[config.mk]
export PLATFORM = sky130hd
export DESIGN_NAME = branch_ctrl
export DESIGN_NICKNAME = d
export VERILOG_FILES = /design/src/rtl/branch_pkg.sv /design/src/rtl/branch_sat_cnt.sv /design/src/rtl/branch_ctrl.sv
export SDC_FILE = /design/constraint.sdc
export NUM_CORES = 1
export LEC_CHECK = 0
export ABC_AREA = 0
export BUFFER_PORTS_ARGS = -buffer_cell sky130_fd_sc_hd__buf_4
export CAP_MARGIN = 20
export CELL_PAD_IN_SITES_DETAIL_PLACEMENT = 1
export CELL_PAD_IN_SITES_GLOBAL_PLACEMENT = 1
export CORE_MARGIN = 1
export CORE_UTILIZATION = 35
export CTS_CLUSTER_DIAMETER = 60
export DETAILED_ROUTE_END_ITERATION = 8
export HOLD_SLACK_MARGIN = 0.02
export PLACE_DENSITY_LB_ADDON = 0.05
export SETUP_SLACK_MARGIN = 0.1
export SYNTH_ARGS = -nofsm -noshare
export SYNTH_HDL_FRONTEND = slang
export SYNTH_SLANG_ARGS = --single-unit
[constraint.sdc]
create_clock -name clk -period 2.35 [get_ports clk]
set_input_delay 0.235 -clock clk [delete_from_list [all_inputs] [get_ports clk]]
set_output_delay 0.235 -clock clk [all_outputs]
set_load 0.005 [all_outputs]
[src/rtl/branch_pkg.sv]
// Shared definitions for the branch resolution controller.
// Holds the branch opcode constants, the controller state enum, the
// datapath widths and small helpers used by branch_ctrl.
package branch_pkg;

  localparam int unsigned OP_W   = 4;
  localparam int unsigned DATA_W = 16;
  localparam int unsigned FCNT_W = 3;   // holds FLUSH_CYCLES-1 for 1..7

  localparam logic [OP_W-1:0] OP_BLT = 4'b0100;
  localparam logic [OP_W-1:0] OP_BGT = 4'b0101;
  localparam logic [OP_W-1:0] OP_BEQ = 4'b0110;

  typedef enum logic [1:0] {
    IDLE     = 2'd0,
    WAIT_OPS = 2'd1,
    EVAL     = 2'd2,
    FLUSH    = 2'd3
  } state_e;

  // True for opcodes the controller resolves.
  function automatic logic is_branch(input logic [OP_W-1:0] op);
    return (op == OP_BLT) || (op == OP_BGT) || (op == OP_BEQ);
  endfunction

  // Taken target: pc + 1 + offset, wrapping at 16 bits.
  function automatic logic [DATA_W-1:0] branch_target(input logic [DATA_W-1:0] pc,
                                                      input logic [DATA_W-1:0] off);
    return pc + DATA_W'(1) + off;
  endfunction

endpackage

[src/rtl/branch_sat_cnt.sv]
// 16-bit saturating event counter with synchronous clear.
// Ports: clk, rst_n (sync, active-low), clr_i (clear, wins over inc_i),
//        inc_i (count one event), cnt_o (current count).
module branch_sat_cnt
  import branch_pkg::*;
(
  input  logic              clk,
  input  logic              rst_n,
  input  logic              clr_i,
  input  logic              inc_i,
  output logic [DATA_W-1:0] cnt_o
);

  logic [DATA_W-1:0] cnt_q, cnt_d;

  // Clear has priority; increment stops at all-ones.
  always_comb begin
    cnt_d = cnt_q;
    if (clr_i) begin
      cnt_d = '0;
    end else if (inc_i && (cnt_q != {DATA_W{1'b1}})) begin
      cnt_d = cnt_q + DATA_W'(1);
    end
  end

  always_ff @(posedge clk) begin
    if (!rst_n) begin
      cnt_q <= '0;
    end else begin
      cnt_q <= cnt_d;
    end
  end

  assign cnt_o = cnt_q;

endmodule

[src/rtl/branch_ctrl.sv]
// Branch resolution controller: captures a branch from decode, waits for
// operands, drives the external comparator for one cycle, reports the
// outcome and holds flush/redirect after a taken branch.
// Ports:
//   clk, rst_n          clock, synchronous active-low reset
//   br_valid/op/pc/offset, br_ready   branch handshake from decode
//   ops_ready, rs_val, rt_val         operand availability and values
//   cmp_control/opcode/in1/in2, cmp_out  external comparator interface
//   stall, flush                      pipeline control
//   redirect_valid, redirect_pc       PC redirect for a taken branch
//   resolved_valid, resolved_taken    one-cycle outcome report
// Optional feature macro BRANCH_STATS_EN adds stats_clr, taken_cnt, nt_cnt.
module branch_ctrl
  import branch_pkg::*;
#(
  parameter int unsigned FLUSH_CYCLES = 2
) (
  input  logic              clk,
  input  logic              rst_n,
`ifdef BRANCH_STATS_EN
  input  logic              stats_clr,
  output logic [DATA_W-1:0] taken_cnt,
  output logic [DATA_W-1:0] nt_cnt,
`endif
  input  logic              br_valid,
  input  logic [OP_W-1:0]   br_op,
  input  logic [DATA_W-1:0] br_pc,
  input  logic [DATA_W-1:0] br_offset,
  output logic              br_ready,
  input  logic              ops_ready,
  input  logic [DATA_W-1:0] rs_val,
  input  logic [DATA_W-1:0] rt_val,
  output logic              cmp_control,
  output logic [OP_W-1:0]   cmp_opcode,
  output logic [DATA_W-1:0] cmp_in1,
  output logic [DATA_W-1:0] cmp_in2,
  input  logic              cmp_out,
  output logic              stall,
  output logic              flush,
  output logic              redirect_valid,
  output logic [DATA_W-1:0] redirect_pc,
  output logic              resolved_valid,
  output logic              resolved_taken
);

  state_e            state_q, state_d;
  logic [OP_W-1:0]   op_q, op_d;
  logic [DATA_W-1:0] pc_q, pc_d;
  logic [DATA_W-1:0] off_q, off_d;
  logic [DATA_W-1:0] rs_q, rs_d;
  logic [DATA_W-1:0] rt_q, rt_d;
  logic [FCNT_W-1:0] fcnt_q, fcnt_d;
  logic              redir_q, redir_d;
  logic              res_valid_q, res_valid_d;
  logic              res_taken_q, res_taken_d;

  // State register.
  always_ff @(posedge clk) begin
    if (!rst_n) begin
      state_q <= IDLE;
    end else begin
      state_q <= state_d;
    end
  end

  // Captured branch, flush counter and registered report flags.
  always_ff @(posedge clk) begin
    if (!rst_n) begin
      op_q        <= '0;
      pc_q        <= '0;
      off_q       <= '0;
      rs_q        <= '0;
      rt_q        <= '0;
      fcnt_q      <= '0;
      redir_q     <= 1'b0;
      res_valid_q <= 1'b0;
      res_taken_q <= 1'b0;
    end else begin
      op_q        <= op_d;
      pc_q        <= pc_d;
      off_q       <= off_d;
      rs_q        <= rs_d;
      rt_q        <= rt_d;
      fcnt_q      <= fcnt_d;
      redir_q     <= redir_d;
      res_valid_q <= res_valid_d;
      res_taken_q <= res_taken_d;
    end
  end

  // Next-state and capture logic.
  always_comb begin
    state_d     = state_q;
    op_d        = op_q;
    pc_d        = pc_q;
    off_d       = off_q;
    rs_d        = rs_q;
    rt_d        = rt_q;
    fcnt_d      = fcnt_q;
    redir_d     = 1'b0;
    res_valid_d = 1'b0;
    res_taken_d = 1'b0;
    unique case (state_q)
      IDLE: begin
        if (br_valid && is_branch(br_op)) begin
          op_d  = br_op;
          pc_d  = br_pc;
          off_d = br_offset;
          if (ops_ready) begin
            rs_d    = rs_val;
            rt_d    = rt_val;
            state_d = EVAL;
          end else begin
            state_d = WAIT_OPS;
          end
        end
      end
      WAIT_OPS: begin
        if (ops_ready) begin
          rs_d    = rs_val;
          rt_d    = rt_val;
          state_d = EVAL;
        end
      end
      EVAL: begin
        // Outcome is reported the cycle after EVAL, aligned with the first flush cycle.
        res_valid_d = 1'b1;
        res_taken_d = cmp_out;
        if (cmp_out) begin
          state_d = FLUSH;
          fcnt_d  = FCNT_W'(FLUSH_CYCLES - 1);
          redir_d = 1'b1;
        end else begin
          state_d = IDLE;
        end
      end
      FLUSH: begin
        if (fcnt_q == '0) begin
          state_d = IDLE;
        end else begin
          fcnt_d = fcnt_q - FCNT_W'(1);
        end
      end
      default: state_d = IDLE;
    endcase
  end

  // Output decode from registered state.
  always_comb begin
    br_ready       = (state_q == IDLE);
    stall          = (state_q == WAIT_OPS) || (state_q == EVAL);
    cmp_control    = (state_q == EVAL);
    flush          = (state_q == FLUSH);
    cmp_opcode     = op_q;
    cmp_in1        = rs_q;
    cmp_in2        = rt_q;
    redirect_valid = redir_q;
    redirect_pc    = branch_target(pc_q, off_q);
    resolved_valid = res_valid_q;
    resolved_taken = res_taken_q;
  end

`ifdef BRANCH_STATS_EN
  // Outcome counters, advanced on each resolve pulse.
  branch_sat_cnt u_taken_cnt (
    .clk   (clk),
    .rst_n (rst_n),
    .clr_i (stats_clr),
    .inc_i (res_valid_q && res_taken_q),
    .cnt_o (taken_cnt)
  );

  branch_sat_cnt u_nt_cnt (
    .clk   (clk),
    .rst_n (rst_n),
    .clr_i (stats_clr),
    .inc_i (res_valid_q && !res_taken_q),
    .cnt_o (nt_cnt)
  );
`else
  // Statistics counters not built.
`endif

endmodule

; Word level (Yosys, flattened, before mapping)
; Index checks and enable logic that the tools add are counted.
[totals]
elab_cells = 54
latchBits = 0
output_inout_bits = 59
memories = 0
reg_bits = 76
ram_bits = 0
romBits = 0
[classes]
reduce_logical = 13
n_bitwise = 0
n_div = 0
mul = 0
n_addsub = 3
n_eq_ne = 11
muxes = 17
n_lt_le_gt_ge = 0
n_shift = 0
[ops]
columns = op, count
row1 = two-way mux 16 bit, 4
row2 = one-hot mux 16 bit (2 select lines), 2
row3 = "adder 16 x 1 -> 16 bit, second input constant", 1
row4 = adder 16 bit, 1
row5 = "equality test 4 x 3 -> 1 bit, second input constant", 3
row6 = two-way mux 2 bit, 5
row7 = one-hot mux 2 bit (4 select lines), 1
row8 = two-way mux 3 bit, 2
row9 = "inequality test 2 x 1 -> 1 bit, second input constant", 3
row10 = one-hot mux 3 bit (2 select lines), 1
row11 = AND reduction 2 bit, 3
row12 = AND reduction 3 bit, 2
row13 = "equality test 2 bit, second input constant", 2
row14 = "inequality test 2 bit, second input constant", 2
row15 = nonzero test 2 bit, 2
row16 = logical NOT 3 bit, 1
row17 = logical OR 1 bit, 3
row18 = "subtractor 3 x 1 -> 3 bit, second input constant", 1
row19 = "equality test 2 x 1 -> 1 bit, second input constant", 1
row20 = logical NOT 2 bit, 1
row21 = two-way mux 1 bit, 2
row22 = logical AND 1 bit, 1

; Longest topological paths before layout
; Gate-level depths: netlist of the first run.
[logic_depth]
word_depth = 6
ltp_mapped = 9
depth_no_buf = 9

; Worst setup path after synthesis of the first run
; Ideal clock, no wire load.
[synth_timing]
path_type = reg-to-output
startpoint = register pc_q[0]
endpoint = output port redirect_pc[12]
path_stages_with_launch = 10
path_buffers = 0
t_arrival_ns = 1.984
slack_ns = 0.131
path_cell_list = dfxtp_1 > inv_1 > ha_1 > inv_1 > fa_1 > a21o_1 > a311oi_1 > nor2_1 > a311oi_2 > xnor2_1
[synth_via]
elab_chain_cells = 2
[synth_rtl]
columns = item, line
row1 = from (decl), branch_ctrl.sv:48  ; logic [DATA_W-1:0] pc_q, pc_d;
row2 = from (signal assigned), branch_ctrl.sv:80  ; pc_q <= pc_d;
row3 = adder 16 x 1 -> 16 bit, branch_pkg.sv:29  ; return pc + DATA_W'(1) + off;
row4 = adder 16 bit, branch_pkg.sv:29
row5 = to (decl), branch_ctrl.sv:41  ; output logic [DATA_W-1:0] redirect_pc,
; Every way passes these cells.

; Worst setup path in the final report of the first run
[layout_timing]
startpoint = register off_q[0]
endpoint = output port redirect_pc[12]
[layout_via]
elab_chain_cells = 1
[layout_rtl]
columns = item, line
row1 = from (decl), branch_ctrl.sv:49  ; logic [DATA_W-1:0] off_q, off_d;
row2 = from (signal assigned), branch_ctrl.sv:71  ; off_q <= '0;
row3 = from (signal assigned), branch_ctrl.sv:81  ; off_q <= off_d;
row4 = adder 16 bit, branch_pkg.sv:29
; Every way passes these cells.

==> results of run 1 <==
[how the worst min path moves through the flow]
| stage | start | end | slack [ns] | depth (start not counted) |
|---|---|---|---|---|
| 4_1_cts | rs_val[0] | cmp_in1[0]$_SDFFE_PN0P_ | 0.10 | 3 |
| 2_1_floorplan | rst_n | resolved_valid$_SDFF_PN0_ | 0.36 | 1 |
| 6_report | rs_val[9] | cmp_in1[9]$_SDFFE_PN0P_ | 0.12 | 3 |
| 3_3_place_gp | cmp_in1[15]$_SDFFE_PN0P_ | cmp_in1[15]$_SDFFE_PN0P_ | 0.44 | 2 |
| 3_5_place_dp | cmp_in1[1]$_SDFFE_PN0P_ | cmp_in1[1]$_SDFFE_PN0P_ | 0.45 | 2 |
| 5_1_grt | br_pc[4] | pc_q[4]$_SDFFE_PN0P_ | 0.11 | 3 |
[cell usage in the layout (no fill, tap or decap), drive strengths merged, types with 6 or more instances in the layout]
cell type / synthesis / routed
buf: 11 / 150
nand2: 142 / 142
dfxtp: 75 / 75
a21oi: 72 / 72
ha: 21 / 21
nor2: 17 / 17
inv: 15 / 15
clkbuf: 15 / 9
a21o: 7 / 7
xor2: 6 / 6
xnor2: 6 / 6
[through the flow]
step / hold WS (ns) / std cells / utilization
floorplan: 0.362 / 451 / -
global placement: 0.442 / 704 / 0.479
detailed placement: 0.448 / 704 / 0.479
CTS: 0.103 / 723 / 0.511
global route: 0.113 / 724 / 0.514
finish: 0.121 / 724 / 0.514
[kinds of logic after synthesis]
family                   Yosys count  synth area share
AND/OR/NAND/NOR                  187             0.221
AO/OA/AOI/OAI                    113             0.192
flip-flops                        75             0.422
buffers and inverters             41            0.0521
adder cells (fa/ha/maj)           22            0.0795
XOR/XNOR                          12            0.0296
multiplexers                       1           0.00282
[cell type report]
type	instances	area, µm²	share of cell area
well taps	133	166	0.0330
inverters	15	56.3	0.0112
clock buffers	9	124	0.0245
flip-flops and latches	75	1510	0.298
repair buffers	150	1140	0.226
multi-input cells	335	1940	0.384
clock inverters	7	116	0.0230
[state kept, by name, summed over array words and instances, names as in the netlist]
signal,cells
cmp_in1,16
cmp_in2,16
cmp_opcode,4
fcnt_q,3
off_q,16
pc_q,16
redirect_valid,1
resolved_valid,1
state_q,2
[where the power goes]
part	switching [µW]	leakage, µW	internal, µW
combinational	468	0.00151	432
clock	506	0.000119	703
sequential	58.5	0.000609	1370
[critical path, cell delays in order, from the launching register on]
cell	delay, ns
dfxtp_2	0.33
inv_2	0.06
ha_4	0.14
inv_2	0.04
fa_2	0.36
a21o_1	0.20
a311oi_2	0.24
buf_4	0.17
nor2_4	0.04
a311oi_2	0.27
xnor2_1	0.15
buf_4	0.13
[synthesized netlist by cell type, types with 2 or more instances]
| master | instances | area share |
|---|---|---|
| a221oi_1 | 2 | 0.0049 |
| nor3_1 | 3 | 0.0042 |
| a21o_1 | 7 | 0.015 |
| nor2_1 | 17 | 0.018 |
| o31ai_1 | 2 | 0.0042 |
| inv_1 | 14 | 0.015 |
| nand3_1 | 2 | 0.0028 |
| nand2_1 | 142 | 0.15 |
| buf_4 | 2 | 0.0042 |
| o21a_1 | 2 | 0.0042 |
| o21ai_0 | 4 | 0.0056 |
| a22oi_1 | 3 | 0.0063 |
| o21bai_1 | 2 | 0.0042 |
| ha_1 | 21 | 0.074 |
| buf_2 | 7 | 0.0099 |
| and3_1 | 3 | 0.0053 |
| a21oi_1 | 72 | 0.10 |
| nand4_1 | 3 | 0.0053 |
| a31oi_1 | 4 | 0.0070 |
| clkbuf_1 | 15 | 0.016 |
| xor2_1 | 6 | 0.015 |
| dfxtp_1 | 75 | 0.42 |
| a211o_1 | 2 | 0.0049 |
| nor2b_1 | 5 | 0.0088 |
| o211ai_1 | 2 | 0.0042 |
| xnor2_1 | 6 | 0.015 |
| a211oi_1 | 2 | 0.0042 |
| buf_6 | 2 | 0.0063 |
[routing by layer]
metal | up-vias | track usage | part of all wire
met5 | - | 0 | 0
met4 | 0 | 0.0813 | 0.013
met3 | 12 | 0.0739 | 0.076
met2 | 94 | 0.374 | 0.49
met1 | 1720 | 0.245 | 0.42
li1 | 1785 | - | -
[what timing repair did]
action | 4_1_cts | 5_1_grt
endpoints found under the setup margin | 11 | 12
gates resized for setup | 16 | 5
pin swaps | 8 | 3
buffers inserted | 3 | 3
==> metrics.md, run 1 <==
| Metric | Value |
|---|---|
| Status | `finished with violations` |
| Failing checks | `setup timing` |
| Drt pass-1 iters | `4` |
| Synth Instances | `451` |
| Crit path launch type | `register` |
| Endpoints failing hold | `0` |
| Root buffer cell | `clkbuf_8` |
| Die width | `103 µm` |
| Reg2reg setup slack | `0.41 ns` |
| Total power | `3540 µW` |
| Worst setup EP type | `output pin` |
| Initial antenna violation count | `0` |
| Clk buf depth | `2` |
| Critical path type | `register to output pin` |
| Maximum clock rate | `0.368 GHz` |
| H-tree depth | `3` |
| Pleak | `roughly 0.0022 µW` |
| Via density per instance | `4.99` |
| Post-synthesis sequential area ratio | `0.422` |
| Asr flop ratio synth | `0` |
| Post-Route Skew | `between 0.008 and 0.009 ns` |
| Slew HR | `0.640` |
| Critical Path RT | `2.12 ns` |
| DP Area | `4700 µm²` |
| Fill count | `about 1.3k` |
| Crit share post-route | `1.16` |
| Final ANT Viol Nets | `0` |
| Die height | `slightly above 100 µm` |
| Type of the worst min-delay path | `input pin to register` |
| Die area | `10600 µm²` |
| Share of cells above drive strength 1 | `0.323` |
| Pwr/cell area | `700 nW/µm²` |
| Top Ports | `132` |
| Starting Density | `0.362` |
| RSZ-0062 raised after global routing | `yes` |
| GPL Wtd Cong | `0.820` |
| Synthesized flop and latch total | `75` |
| Number of port buffers | `131` |
| Final Cell Area | `5050 µm²` |
| Setup violators final | `9` |
| Critical Path Start | `off_q[0]$_SDFFE_PN0P_` |
| Slew Viols, Final | `0` |
| TritonCTS clock tree | `done` |
| Clk slew on worst S/H paths | `0.09 ns` |
| Largest net degree at the start of global routing | `49` |
| GRT Util Overall | `0.216` |
| Number of placement rows | `36` |
| Area growth, synth to finish | `42.0%` |
| Critical Path AT | `around 2.5 ns` |
| Syn. warnings | `0` |
| Post-Syn Area | `3560 µm²` |
| Number of synthesized flops with an enable pin | `0` |
| Final WS setup | `-0.370 ns` |
| Clock Latency Late Sink | `0.35 ns` |
| CP Max Fanout | `3` |
| Fin crit period | `2.72 ns` |
| DRC Markers | `0` |
| Least-Margin Pin Slew | `0.541 ns` |
| Grt ovf | `0` |
| FF-to-FF Start | `fcnt_q[0]$_SDFFE_PN0P_` |
| Worst r2r path cells | `7` |
| RR Endpoint | `state_q[1]$_SDFFE_PN0P_` |
| Drt initial violations | `93` |
| Vias | `3611` |
| Total wire length | `11.0 mm` |
| Fin nets | `approximately 680` |
| Wire per inst | `15.2 µm` |
| Syn Nets | `546` |
| Vias in the first global route | `3716` |
| Pre-CTS setup slack | `-0.149 ns` |
| Syn_area_per_cell | `7.88 µm²` |
| CP Capture Point | `redirect_pc[12]` |
| Worst vdd ir | `~340 µV` |
| Setup TNS | `-2.26 ns` |
| Netlist cell types | `52` |
| Top FF cell, synth | `dfxtp_1` |
| Core area | `9820 µm²` |
| Total CTS buffers | `9` |
| Max-Cap Viols | `0` |
| Hold Buf Count CTS | `0` |
| Antenna Cells | `0` |
| Clk sinks | `75` |
| Final HPWL DP | `7.91 mm` |
| First-pass GRT wire length | `about 18 mm` |
Power figures use the tool's default switching activity.
==> inputs of run 2 (changes only) <==
Settings changed: PLACE_DENSITY_LB_ADDON 0.05 to 0.1, SYNTH_HIERARCHICAL from default to 1.
==> run 2 against run 1 <==
Clock skew down 0.0043 ns. Critical path depth unchanged. Maximum frequency down 0.97%. Synthesized area unchanged. Non-clock buffer count up 3. The run still ends with setup timing left. Via count down 0.78%. Global-route usage down 1.2 points. Clock-buffer cell count unchanged. Die area unchanged. Clock power about the same. Final area up 2.2%. Combinational power up 0.9%.
==> metrics.md, run 2 <==
| Metric | Value |
|---|---|
| Mux cell area share after synthesis | `0.00281` |
| First-pass GRT wire length | `16.8 mm` |
| Fin crit period | `roughly 2.7 ns` |
| Crit path max-delay family | `compound AO/OA/AOI/OAI gates` |
| Final HPWL DP | `7.68 mm` |
| Slew HR | `0.577` |
| Largest net degree at the start of global routing | `43` |
| Crit path depth | `11` |
| Failing checks | `setup timing` |
| Syn Nets | `546` |
| Post-synthesis compound-gate area fraction | `0.192` |
| RR Endpoint | `state_q[1]$_SDFFE_PN0P_` |
| CP max stage delay | `0.36 ns` |
| TritonCTS clock tree | `done` |
| Die area | `10600 µm²` |
| Area growth, synth to finish | `45.1%` |
| Hold Path Depth | `2` |
| Syn. warnings | `6` |
| Antenna Cells | `0` |
| CP max stage cell | `fa_2` |
| Grt ovf | `0` |
| Number of synthesized flops with an enable pin | `0` |
| Min-Delay Endpoint | `resolved_valid$_SDFF_PN0_` |
| Fin nets | `684` |
| FF-to-FF Start | `fcnt_q[0]$_SDFFE_PN0P_` |
| Reg2reg setup slack | `0.37 ns` |
| Max-Cap Viols | `0` |
| Total power | `between 3000 and 4000 µW` |
| Starting Density | `0.362` |
| Final ANT Viol Nets | `0` |
| RSZ-0062 raised after global routing | `yes` |
| Post-Synth XOR/XNOR Area | `0.0296` |
| Drt pass-1 iters | `4` |
| Maximum clock rate | `between 0.3 and 0.4 GHz` |
| Pre-CTS setup slack | `-0.130 ns` |
| Setup violators final | `9` |
| Number of placement rows | `36` |
| Post-synth top area cell | `dfxtp_1` |
| Crit path launch type | `register` |
| Worst setup EP type | `output pin` |
| Die height | `103 µm` |
| Top FF cell, synth | `dfxtp_1` |
| Least-Margin Pin Slew | `about 0.63 ns` |
| Number of port buffers | `around 130` |
| Slew Viols, Final | `0` |
| Total CTS buffers | `9` |
| Post-Syn Area | `3560 µm²` |
| Endpoints failing hold | `0` |
| Critical Path AT | `2.51 ns` |
| Clk buf depth | `2` |
| Crit share post-route | `1.17` |
| Pleak | `0.00226 µW` |
| Core area | `9820 µm²` |
| Worst r2r path cells | `7` |
| Critical path type | `register to output pin` |
| Hold_sp | `rst_n` |
| Wire per inst | `roughly 15 µm` |
| Worst vdd ir | `321 µV` |
| Reg area | `roughly 1500 µm²` |
| GRT Util Overall | `0.204` |
| CP Max Fanout | `3` |
| Post-synthesis sequential area ratio | `0.422` |
| Commonest cells post-synth | `142 x nand2_1, 75 x dfxtp_1, 72 x a21oi_1` |
| Worst-path cell chain | `inv_2 > ha_4 > inv_2 > fa_2 > a21o_1 > a311oi_1 > buf_4 > nor2_4 > a311oi_2 > xnor2_1 > buf_4` |
| Commonest non-fill, non-tap cell in the layout | `buf_4` |
| Initial antenna violation count | `0` |
| Synthesized flop and latch total | `75` |
| Pwr/cell area | `684 nW/µm²` |
| Share of the synthesized area in the top cell type | `0.422` |
| Cells taking the most area after synthesis | `dfxtp_1 42%, nand2_1 15%, a21oi_1 10%, ha_1 7.4%, nor2_1 1.8%` |
| Clk sinks | `75` |
| Clk slew on worst S/H paths | `0.08 ns` |
| Hold Buf Count CTS | `0` |
| Syn_area_per_cell | `~7.9 µm²` |
| Drt initial violations | `70` |
| DRC Markers | `0` |
| Via density per instance | `4.93` |
| Type of the worst min-delay path | `input pin to register` |
| Clock Latency Late Sink | `0.35 ns` |
| Status | `finished with violations` |
| Worst hold margin | `0.115 ns` |
| Multi-input logic area | `2010 µm²` |
| GPL Wtd Cong | `0.798` |
| Vias in the first global route | `3591` |
| Asr flop ratio synth | `0` |
| Synth Area in Simple Gates | `0.221` |
| Largest family of logic cells by synthesized area | `simple AND/OR/NAND/NOR gates` |
| Critical Path RT | `2.12 ns` |
| Share of cells above drive strength 1 | `0.337` |
| Netlist cell types | `52` |
| H-tree depth | `3` |
| Most common cell in the synthesized netlist | `nand2_1` |
| Commonest cells after routing, fill and taps aside | `148 x buf_4, 142 x nand2_1, 71 x dfxtp_1` |
| Top Ports | `132` |
| Total wire length | `10.7 mm` |
| Die width | `roughly 100 µm` |
| Crit path buf inv count | `4` |
| Synth Instances | `451` |
| Fill count | `1240` |
| Post-Route Skew | `0.00461 ns` |
| Adder-Cell Fraction of Synth Area | `0.0795` |
| Vias | `between 3k and 4k` |
| Root buffer cell | `clkbuf_8` |
| Final WS setup | `-0.397 ns` |
[run 2: logic make-up (layout without fill, tap and decap cells)]
family,after synthesis,in the layout
compound gates,113,113
xor+xnor,12,12
fa+ha+maj,22,22
buf+inv,41,184
flops,75,75
mux,1,1
simple gates,187,187
[run 2: metrics by stage]
stage	instances	TNS, ns	area [µm²]	util
2_1_floorplan	451	0	3560	-
3_3_place_gp	703	-0.174	4710	0.479
3_5_place_dp	703	-0.231	4710	0.479
4_1_cts	722	-1.87	5070	0.516
5_1_grt	727	-3.38	5160	0.526
6_report	727	-2.27	5160	0.526
[run 2: area by class of cell]
| type | instances | share of cell area |
|---|---|---|
| clock buffers | 9 | 0.0240 |
| clock inverters | 7 | 0.0225 |
| inverters | 15 | 0.0109 |
| multi-input cells | 335 | 0.389 |
| flip-flops and latches | 75 | 0.292 |
| well taps | 133 | 0.0322 |
| repair buffers | 153 | 0.230 |
[run 2: worst max path at each step]
stage	from	to	slack, ns
6_report	off_q[0]$_SDFFE_PN0P_	redirect_pc[12]	-0.40
3_3_place_gp	pc_q[0]$_SDFFE_PN0P_	redirect_pc[12]	-0.09
4_1_cts	off_q[0]$_SDFFE_PN0P_	redirect_pc[12]	-0.35
5_1_grt	off_q[0]$_SDFFE_PN0P_	redirect_pc[12]	-0.52
3_5_place_dp	pc_q[0]$_SDFFE_PN0P_	redirect_pc[12]	-0.13
2_1_floorplan	pc_q[0]$_SDFFE_PN0P_	redirect_pc[12]	0.13
[run 2: power breakdown]
| part | internal [µW] | leakage, µW | switching (µW) |
|---|---|---|---|
| Sequential | 1370 | 0.000609 | 60.6 |
| Combinational | 442 | 0.00153 | 466 |
| Clock | 703 | 0.000119 | 492 |
| Total | 2510 | 0.00226 | 1020 |
[run 2: timing repair]
action,CTS,global route
endpoints found under the hold margin,0,0
cloned,0,0
setup endpoints to repair,12,11
resized for setup,24,10
setup buffers,3,5
pin swaps,12,13
[run 2: routing by layer]
layer  GRT usage  routed length [µm]  share of wire  up-vias
met1       0.232                4420           0.41     1703
met4      0.0823                 129          0.012        0
met2       0.359                5500           0.51       83
met3      0.0603                 674          0.063       11
met5           0                   0              0        -
li1            -                   -              -     1786
==> inputs of run 3 (changes only) <==
Settings changed: PLACE_DENSITY from default to 0.91, PLACE_DENSITY_LB_ADDON 0.1 to default.
==> run 3 against run 2 <==
The flow still finishes with violations (setup timing). Flip-flop and latch count did not move. Utilization rose by 0.28 points. First-iteration DRC count rose by 31%. Worst hold slack improved by 0.0075 ns. Sequential share of layout area barely moved. Die area did not move. Non-clock buffer count rose by 1. Via count rose by 4.0%. Setup slack improved by 0.075 ns. Final cell count rose by 0.14%. Clock power fell by 26%. Critical path depth fell by 1. Largest power group unchanged. Highest routed layer unchanged.
==> metrics.md, run 3 (same netlist as run 2, synthesis figures left out) <==
| Metric | Value |
|---|---|
| Status | `finished with violations` |
| Failing checks | `setup timing` |
| Final HPWL DP | `8.06 mm` |
| Hold Path Depth | `2` |
| TritonCTS clock tree | `done` |
| Antenna Cells | `0` |
| Clk sinks | `75` |
| Vias in the first global route | `3943` |
| CP Max Fanout | `3` |
| Setup violators final | `9` |
| Grt ovf | `0` |
| RSZ-0062 raised after global routing | `yes` |
| Crit path buf inv count | `3` |
| Drt initial violations | `between 90 and 100` |
| Worst-path cell chain | `inv_2 > ha_4 > inv_2 > fa_2 > a21o_1 > a311oi_4 > nor2_2 > a311oi_2 > xnor2_1 > buf_4` |
| Starting Density | `0.362` |
| Worst setup EP type | `output pin` |
| Number of placement rows | `36` |
| Via density per instance | `5.12` |
| Wire per inst | `16.6 µm` |
| GPL Wtd Cong | `0.837` |
| Critical Path AT | `2.44 ns` |
| Clock Latency Late Sink | `0.34 ns` |
| Initial antenna violation count | `0` |
| Core area | `~10000 µm²` |
| Fin crit period | `2.67 ns` |
| First-pass GRT wire length | `18.0 mm` |
| Pleak | `roughly 0.0022 µW` |
| Final Cell Area | `5190 µm²` |
| Total power | `3260 µW` |
| Least-Margin Pin Slew | `roughly 0.60 ns` |
| CP max stage cell | `fa_2` |
| Worst vdd ir | `335 µV` |
| Commonest non-fill, non-tap cell in the layout | `buf_4` |
| Critical path type | `register to output pin` |
| Final WS setup | `-0.322 ns` |
| Share of cells above drive strength 1 | `0.355` |
| Largest net degree at the start of global routing | `between 40 and 50` |
| H-tree depth | `3` |
| Fin nets | `685` |
| Max-Cap Viols | `0` |
| Total CTS buffers | `9` |
| Drt pass-1 iters | `4` |
| Util after Layout | `0.528` |
| DRC Markers | `0` |
| Worst r2r path cells | `7` |
| Commonest cells after routing, fill and taps aside | `151 x buf_4, 142 x nand2_1, 70 x a21oi_1` |
| Most Frequent Cell on Critical Path | `inv_2` |
| GRT Util Overall | `0.221` |
| Slew HR | `0.601` |
| Crit path launch type | `register` |
| Setup TNS | `-1.65 ns` |
| Clk slew on worst S/H paths | `0.08 ns` |
| Pwr/cell area | `between 600 and 700 nW/µm²` |
| Die width | `103 µm` |
| Vias | `3727` |
| Slew Viols, Final | `0` |
| Crit path depth | `10` |
| Die height | `103 µm` |
| Top Ports | `132` |
| Crit path max-delay family | `compound AO/OA/AOI/OAI gates` |
| Total wire length | `12.1 mm` |
| Clk buf depth | `2` |
| Worst hold margin | `0.122 ns` |
| Endpoints failing hold | `0` |
| Final ANT Viol Nets | `0` |
| Critical Path RT | `between 2 and 2.5 ns` |
| Die area | `approximately 11000 µm²` |
| CP max stage delay | `between 0.3 and 0.4 ns` |
| Area growth, synth to finish | `45.9%` |
| Post-Route Skew | `0.0147 ns` |
| Maximum clock rate | `0.374 GHz` |
| Root buffer cell | `clkbuf_8` |
| Crit share post-route | `1.14` |
| Type of the worst min-delay path | `input pin to register` |
| Number of port buffers | `131` |
| DP Area | `4670 µm²` |
==> run 3: changes by cell type in the layout (fill, tap and decap cells not counted), moves of 2 or more <==
cell       delta
dfxtp_1       -5
dfxtp_2       +4
ha_1          -4
ha_4          +4
buf_4         +3
bufinv_16     -3
a21o_1        -2
a21o_4        +2
clkbuf_1      +2
==> run 3: cell type report <==
| type | instances | area, µm² |
|---|---|---|
| fillers | 1208 | 4630 |
| multi-input cells | 335 | 2100 |
| flip-flops and latches | 75 | 1520 |
| repair buffers | 154 | 1180 |
| well taps | 133 | 166 |
| clock buffers | 12 | 145 |
| inverters | 15 | 56.3 |
| clock inverters | 4 | 26.3 |
==> run 3: path summary, 6_finish.rpt <==
| check | start | end | slack [ns] |
|---|---|---|---|
| worst max-delay path | off_q[0]$_SDFFE_PN0P_ | redirect_pc[12] | -0.32 |
| worst min-delay path | rst_n | resolved_valid$_SDFF_PN0_ | 0.12 |
| worst max register to register | state_q[0]$_SDFFE_PN0P_ | cmp_in1[0]$_SDFFE_PN0P_ | 0.41 |
| worst min register to register | cmp_in2[2]$_SDFFE_PN0P_ | cmp_in2[2]$_SDFFE_PN0P_ | 0.46 |
==> run 3: through the flow <==
step                cells  setup WS (ns)
floorplan             451          0.131
finish                728         -0.322
detailed placement    700         -0.220
CTS                   725         -0.313
global route          728         -0.412
global placement      700         -0.140
==> run 3: power by group <==
group	internal, µW	switching (µW)
clock network	412	479
logic	448	486
registers	1370	67.4
==> run 3: repair_timing <==
| action | CTS | global route |
|---|---|---|
| pin swaps | 17 | 10 |
| hold buffers | 0 | 0 |
| buffers inserted | 9 | 6 |
| gates resized for setup | 41 | 10 |
| endpoints found under the setup margin | 11 | 11 |
==> run 3: layer usage <==
layer  GRT usage  wire (µm)  vias to the layer above
li1            -          -                     1796
met1       0.223       4630                     1788
met2       0.428       6480                      123
met3      0.0678        747                       20
met4      0.0748        204                        0
met5           0          0                        -
